--- config.mk ---
export PLATFORM = sky130hd
export DESIGN_NAME = mem_access_ctrl
export DESIGN_NICKNAME = d
export VERILOG_FILES = /design/src/rtl/mem_access_ctrl.sv
export SDC_FILE = /design/constraint.sdc
export NUM_CORES = 1
export LEC_CHECK = 0
export ABC_CLOCK_PERIOD_IN_PS = 4400
export CAP_MARGIN = 5
export CORE_AREA = 4 4 105 107
export CTS_CLUSTER_SIZE = 10
export DETAILED_ROUTE_END_ITERATION = 6
export DIE_AREA = 0 0 109 111
export GPL_TIMING_DRIVEN = 0
export PLACE_DENSITY = 0.78
export RECOVER_POWER = 25
export SYNTH_ARGS = -nofsm -noshare
export SYNTH_HDL_FRONTEND = slang
export SYNTH_SLANG_ARGS = --single-unit
export TNS_END_PERCENT = 100
--- constraint.sdc ---
create_clock -name clk -period 4.4 [get_ports clk]
set_clock_uncertainty 0.1 [all_clocks]
set_input_delay 0.88 -clock clk [delete_from_list [all_inputs] [get_ports clk]]
set_output_delay 0.88 -clock clk [all_outputs]
set_load 0.01 [all_outputs]
--- src/rtl/mem_access_ctrl.sv ---
// Purpose: CPU-side initiator for the unified memory; sequences one instruction fetch, then one load, store or no-op access on port 1.
// Latency: instr_valid arrives 3 cycles after start; done arrives 1, 2 or 3 cycles after op_valid for none, store or load.
// Backpressure: none; start is taken only in IDLE and op_valid only in OPWAIT, and nothing is queued.
module mem_access_ctrl #(
    parameter int DATA_WIDTH = 16,
    parameter int ADDR_WIDTH = 16
) (
    input  logic                  clk,
    input  logic                  reset,
    input  logic                  start,
    input  logic [ADDR_WIDTH-1:0] pc_in,
    input  logic                  op_valid,
    input  logic [1:0]            op_kind,
    input  logic [ADDR_WIDTH-1:0] op_addr,
    input  logic [DATA_WIDTH-1:0] op_data,
    output logic [DATA_WIDTH-1:0] instr,
    output logic                  instr_valid,
    output logic [DATA_WIDTH-1:0] load_data,
    output logic                  done,
    output logic                  busy,
    output logic                  err,
    output logic [15:0]           instr_count,
    output logic [ADDR_WIDTH-1:0] mem_pc,
    output logic                  mem_fetch,
    output logic [ADDR_WIDTH-1:0] mem_addr1,
    output logic [DATA_WIDTH-1:0] mem_din1,
    output logic                  mem_we1,
    input  logic [DATA_WIDTH-1:0] mem_dout1,
    input  logic [DATA_WIDTH-1:0] mem_instr
);

    typedef enum logic [2:0] {
        S_IDLE,
        S_FETCH,
        S_FCAP,
        S_OPWAIT,
        S_LDADDR,
        S_LDDATA,
        S_STORE,
        S_DONE
    } state_t;

    state_t                  state;
    state_t                  state_nxt;
    logic [ADDR_WIDTH-1:0]   pc_reg;
    logic [ADDR_WIDTH-1:0]   addr_reg;
    logic [DATA_WIDTH-1:0]   data_reg;
    logic                    op_take;

    // The data operation is accepted only while waiting for it.
    assign op_take = (state == S_OPWAIT) && op_valid;

    // Memory-side outputs come from state and registers only, so core inputs never reach the memory combinationally.
    assign mem_pc    = pc_reg;
    assign mem_addr1 = addr_reg;
    assign mem_din1  = data_reg;
    assign mem_fetch = (state == S_FETCH);
    assign mem_we1   = (state == S_STORE);
    assign busy      = (state != S_IDLE);
    assign done      = (state == S_DONE);

    // State register.
    always_ff @(posedge clk or posedge reset) begin
        if (reset) begin
            state <= S_IDLE;
        end else begin
            state <= state_nxt;
        end
    end

    // Next-state decode: fixed walk through fetch, branch on the operation kind in OPWAIT.
    always_comb begin
        state_nxt = state;
        case (state)
            S_IDLE:   if (start) state_nxt = S_FETCH;
            S_FETCH:  state_nxt = S_FCAP;
            S_FCAP:   state_nxt = S_OPWAIT;
            S_OPWAIT: begin
                if (op_valid) begin
                    case (op_kind)
                        2'b01:   state_nxt = S_LDADDR;
                        2'b10:   state_nxt = S_STORE;
                        default: state_nxt = S_DONE;
                    endcase
                end
            end
            S_LDADDR: state_nxt = S_LDDATA;
            S_LDDATA: state_nxt = S_DONE;
            S_STORE:  state_nxt = S_DONE;
            S_DONE:   state_nxt = S_IDLE;
            default:  state_nxt = S_IDLE;
        endcase
    end

    // Datapath registers: latched addresses/data, captured memory results, sticky error and sequence counter.
    always_ff @(posedge clk or posedge reset) begin
        if (reset) begin
            pc_reg      <= '0;
            addr_reg    <= '0;
            data_reg    <= '0;
            instr       <= '0;
            instr_valid <= 1'b0;
            load_data   <= '0;
            err         <= 1'b0;
            instr_count <= '0;
        end else begin
            if (state == S_IDLE && start) begin
                pc_reg <= pc_in;
            end
            if (op_take) begin
                addr_reg <= op_addr;
                data_reg <= op_data;
                if (op_kind == 2'b11) begin
                    err <= 1'b1;
                end
            end
            if (state == S_FCAP) begin
                instr <= mem_instr;
            end
            // Registered so the pulse lands on the first OPWAIT cycle only.
            instr_valid <= (state == S_FCAP);
            if (state == S_LDDATA) begin
                load_data <= mem_dout1;
            end
            if (state == S_DONE) begin
                instr_count <= instr_count + 16'd1;
            end
        end
    end

endmodule

==> impl_metrics.json <==
{
  "cts_hold_buf": 0,
  "nets": 552,
  "finalMaxSlewViolations": 0,
  "hold_violations": 0,
  "cts_htree_levels": 3,
  "crit_family": "buffers and inverters",
  "die_area_um2": 12100,
  "p_leak_nw": 2.61,
  "clk-insertion-delay-late_ps": 340,
  "drive_gt1_share_pct": 23.5,
  "hpwl_um": 7250,
  "antenna_found_initial": 0,
  "routabilityCongestion": 0.733,
  "vdd_drop_max_v": 0.000299,
  "violations": "capacitance limit",
  "crit_path_top_delay_cell": "clkdlybuf4s50_1",
  "grt_pass1_vias": 3103,
  "worst-path-max-fanout": 10,
  "overflow": 0,
  "cts.repair.resized": 0,
  "io_pins": 188,
  "power_density_nw_per_um2": 647,
  "post-route-drc-count": 0,
  "cp.arrival_ps": 2010,
  "finalWirelength_um": 9360,
  "grt_max_degree": 70,
  "async_flop_share_pct": 100,
  "synthFlopType": "dfrtp_1",
  "worst_setup_path_end_kind": "output pin",
  "initial_utilization_pct": 39.3,
  "clock_path_buffers": 2,
  "netlist_area_um2": 3990,
  "cp-start-kind": "flop",
  "ant_nets": 0,
  "max_stage_delay_ps": 550,
  "max_cap_violations": 1,
  "ys_seq_area_share_pct": 63.4,
  "cts_tree": "done",
  "syn_to_final_growth_pct": 55.9,
  "core_um2": 10100,
  "dr_total_vias": 2800,
  "hold_ws_ps": 365,
  "grt_use_met1_pct": 17.9,
  "drt-wirelength-per-cell_um": 15.5,
  "cp_num_buf_inv": 3,
  "via_per_inst": 4.64,
  "numCtsBuffers": 9,
  "fmax_mhz": 335,
  "grt-busiest-layer": "met2",
  "diodes": 0,
  "cts.sinks": 101,
  "first_pass_iters": 4,
  "track_usage_pct": 16.0,
  "finalCritPeriodShare_pct": 67.9,
  "ys_ff_latch": 101,
  "max_slew_margin_pct": 0.0725,
  "crit_required_ps": 3420,
  "layout_common_cells": "clkdlybuf4s50_1, dfrtp_1, mux2_2",
  "io_buffers": 187,
  "grt_pass1_wl_um": 15200,
  "use_met3_pct": 6.64,
  "fin_cells": 604,
  "period_minus_slack_ps": 2990,
  "place_inst": 588,
  "critPathLaunch": "state[0]",
  "postCtsSetupBuffers": 0,
  "r2r-start": "state[2]",
  "clk_pin_slew_worst_paths_ps": 90,
  "netlist-cell-type-count": 33,
  "rows": 37,
  "die_y_um": 111,
  "run_status": "complete, but fails checks",
  "synth_edf_count": 0,
  "drt-initial-drc-count": 73,
  "ys_warn_count": 0,
  "use_met2_pct": 27.7,
  "tightestPinTransition_ps": 1490,
  "dieWidth_um": 109,
  "cts_root_buffer": "clkbuf_8",
  "crit_type": "reg2out",
  "final_common_cell": "clkdlybuf4s50_1",
  "cp_cell_sequence": "clkbuf_1 -> nand3_1 -> inv_1 -> clkdlybuf4s50_1",
  "avgSynthCellArea_um2": 15.1,
  "setup_viol": 0,
  "holdCritPathClass": "reg2reg",
  "syn-num-nets": 353,
  "synthCells": 264,
  "rsz0062_at_grt": "no",
  "hold_start": "instr_count[15]"
}
## kinds of logic after synthesis
family / Yosys count / synth area share [%]
compound gates: 3 / 0.439
xor+xnor: 15 / 3.48
fa+ha+maj: 3 / 0.942
simple gates: 46 / 6.87
buf+inv: 16 / 2.26
mux: 80 / 22.6
flops: 101 / 63.4
## through the flow
| step | setup slack [ps] | cell area [um^2] | util (%) | total power (W) | TNS (ps) |
|---|---|---|---|---|---|
| finish | 1410 | 6210 | 61.3 | 0.00402 | 0 |
| global route | 1220 | 6210 | 61.3 | 0.00429 | 0 |
| CTS | 1500 | 6240 | 61.6 | 0.00410 | 0 |
| detailed placement | 1620 | 6060 | 59.8 | 0.00353 | 0 |
| global placement | -718 | 6030 | 59.5 | 0.00347 | -71970 |
| floorplan | 773 | 3990 | - | 0.00243 | 0 |
## worst paths after layout
path	depth (start not counted)	to	slack, ps
worst max-delay path	4	done	1410
worst min-delay path	1	instr_count[15]	360
worst max register to register	4	instr[6]	2010
worst min register to register	1	instr_count[15]	360
max in group asynchronous	3	mem_pc[11]	2080
min in group asynchronous	2	mem_addr1[11]	1220
## report_power, final
group	internal, W	switching (W)	leakage, nW
registers	0.00135	0.000230	1.22
logic	0.00120	0.000692	1.29
clock network	0.000241	0.000312	0.0969
total	0.00278	0.00123	2.61
## layout make-up
class,instances,area [um^2]
buffer,10,58.8
fill,827,3920
sequential,101,2530
multi-input combinational,147,1350
clock buffer,12,155
tap,136,170
timing repair buffer,188,1900
clock inverter,4,31.3
inverter,6,23.8
## flip-flops by register name (all words and copies together), names as in the netlist
| name | count |
|---|---|
| err | 1 |
| mem_din1 | 16 |
| instr_count | 16 |
| mem_addr1 | 16 |
| mem_pc | 16 |
| load_data | 16 |
| instr | 16 |
| state | 3 |
| instr_valid | 1 |
## synthesized netlist by cell type (2+ instances only)
| library cell | n | area share [%] |
|---|---|---|
| and4_1 | 2 | 0.44 |
| buf_2 | 6 | 0.75 |
| buf_4 | 2 | 0.38 |
| buf_6 | 2 | 0.56 |
| dfrtp_1 | 101 | 63 |
| ha_1 | 3 | 0.94 |
| inv_1 | 6 | 0.56 |
| mux2_2 | 80 | 23 |
| nand2_1 | 12 | 1.1 |
| nand2b_1 | 3 | 0.47 |
| nand3_1 | 5 | 0.63 |
| nor2_1 | 8 | 0.75 |
| nor3_2 | 2 | 0.50 |
| xnor2_1 | 9 | 2.0 |
| xor2_1 | 5 | 1.1 |
## per-layer routing
layer | wire length [um] | up-vias
met2 | 4890 | 99
met4 | 155 | 0
met3 | 776 | 12
met1 | 3540 | 1394
met5 | 0 | -
li1 | - | 1295
Power figures use the tool's default switching activity.
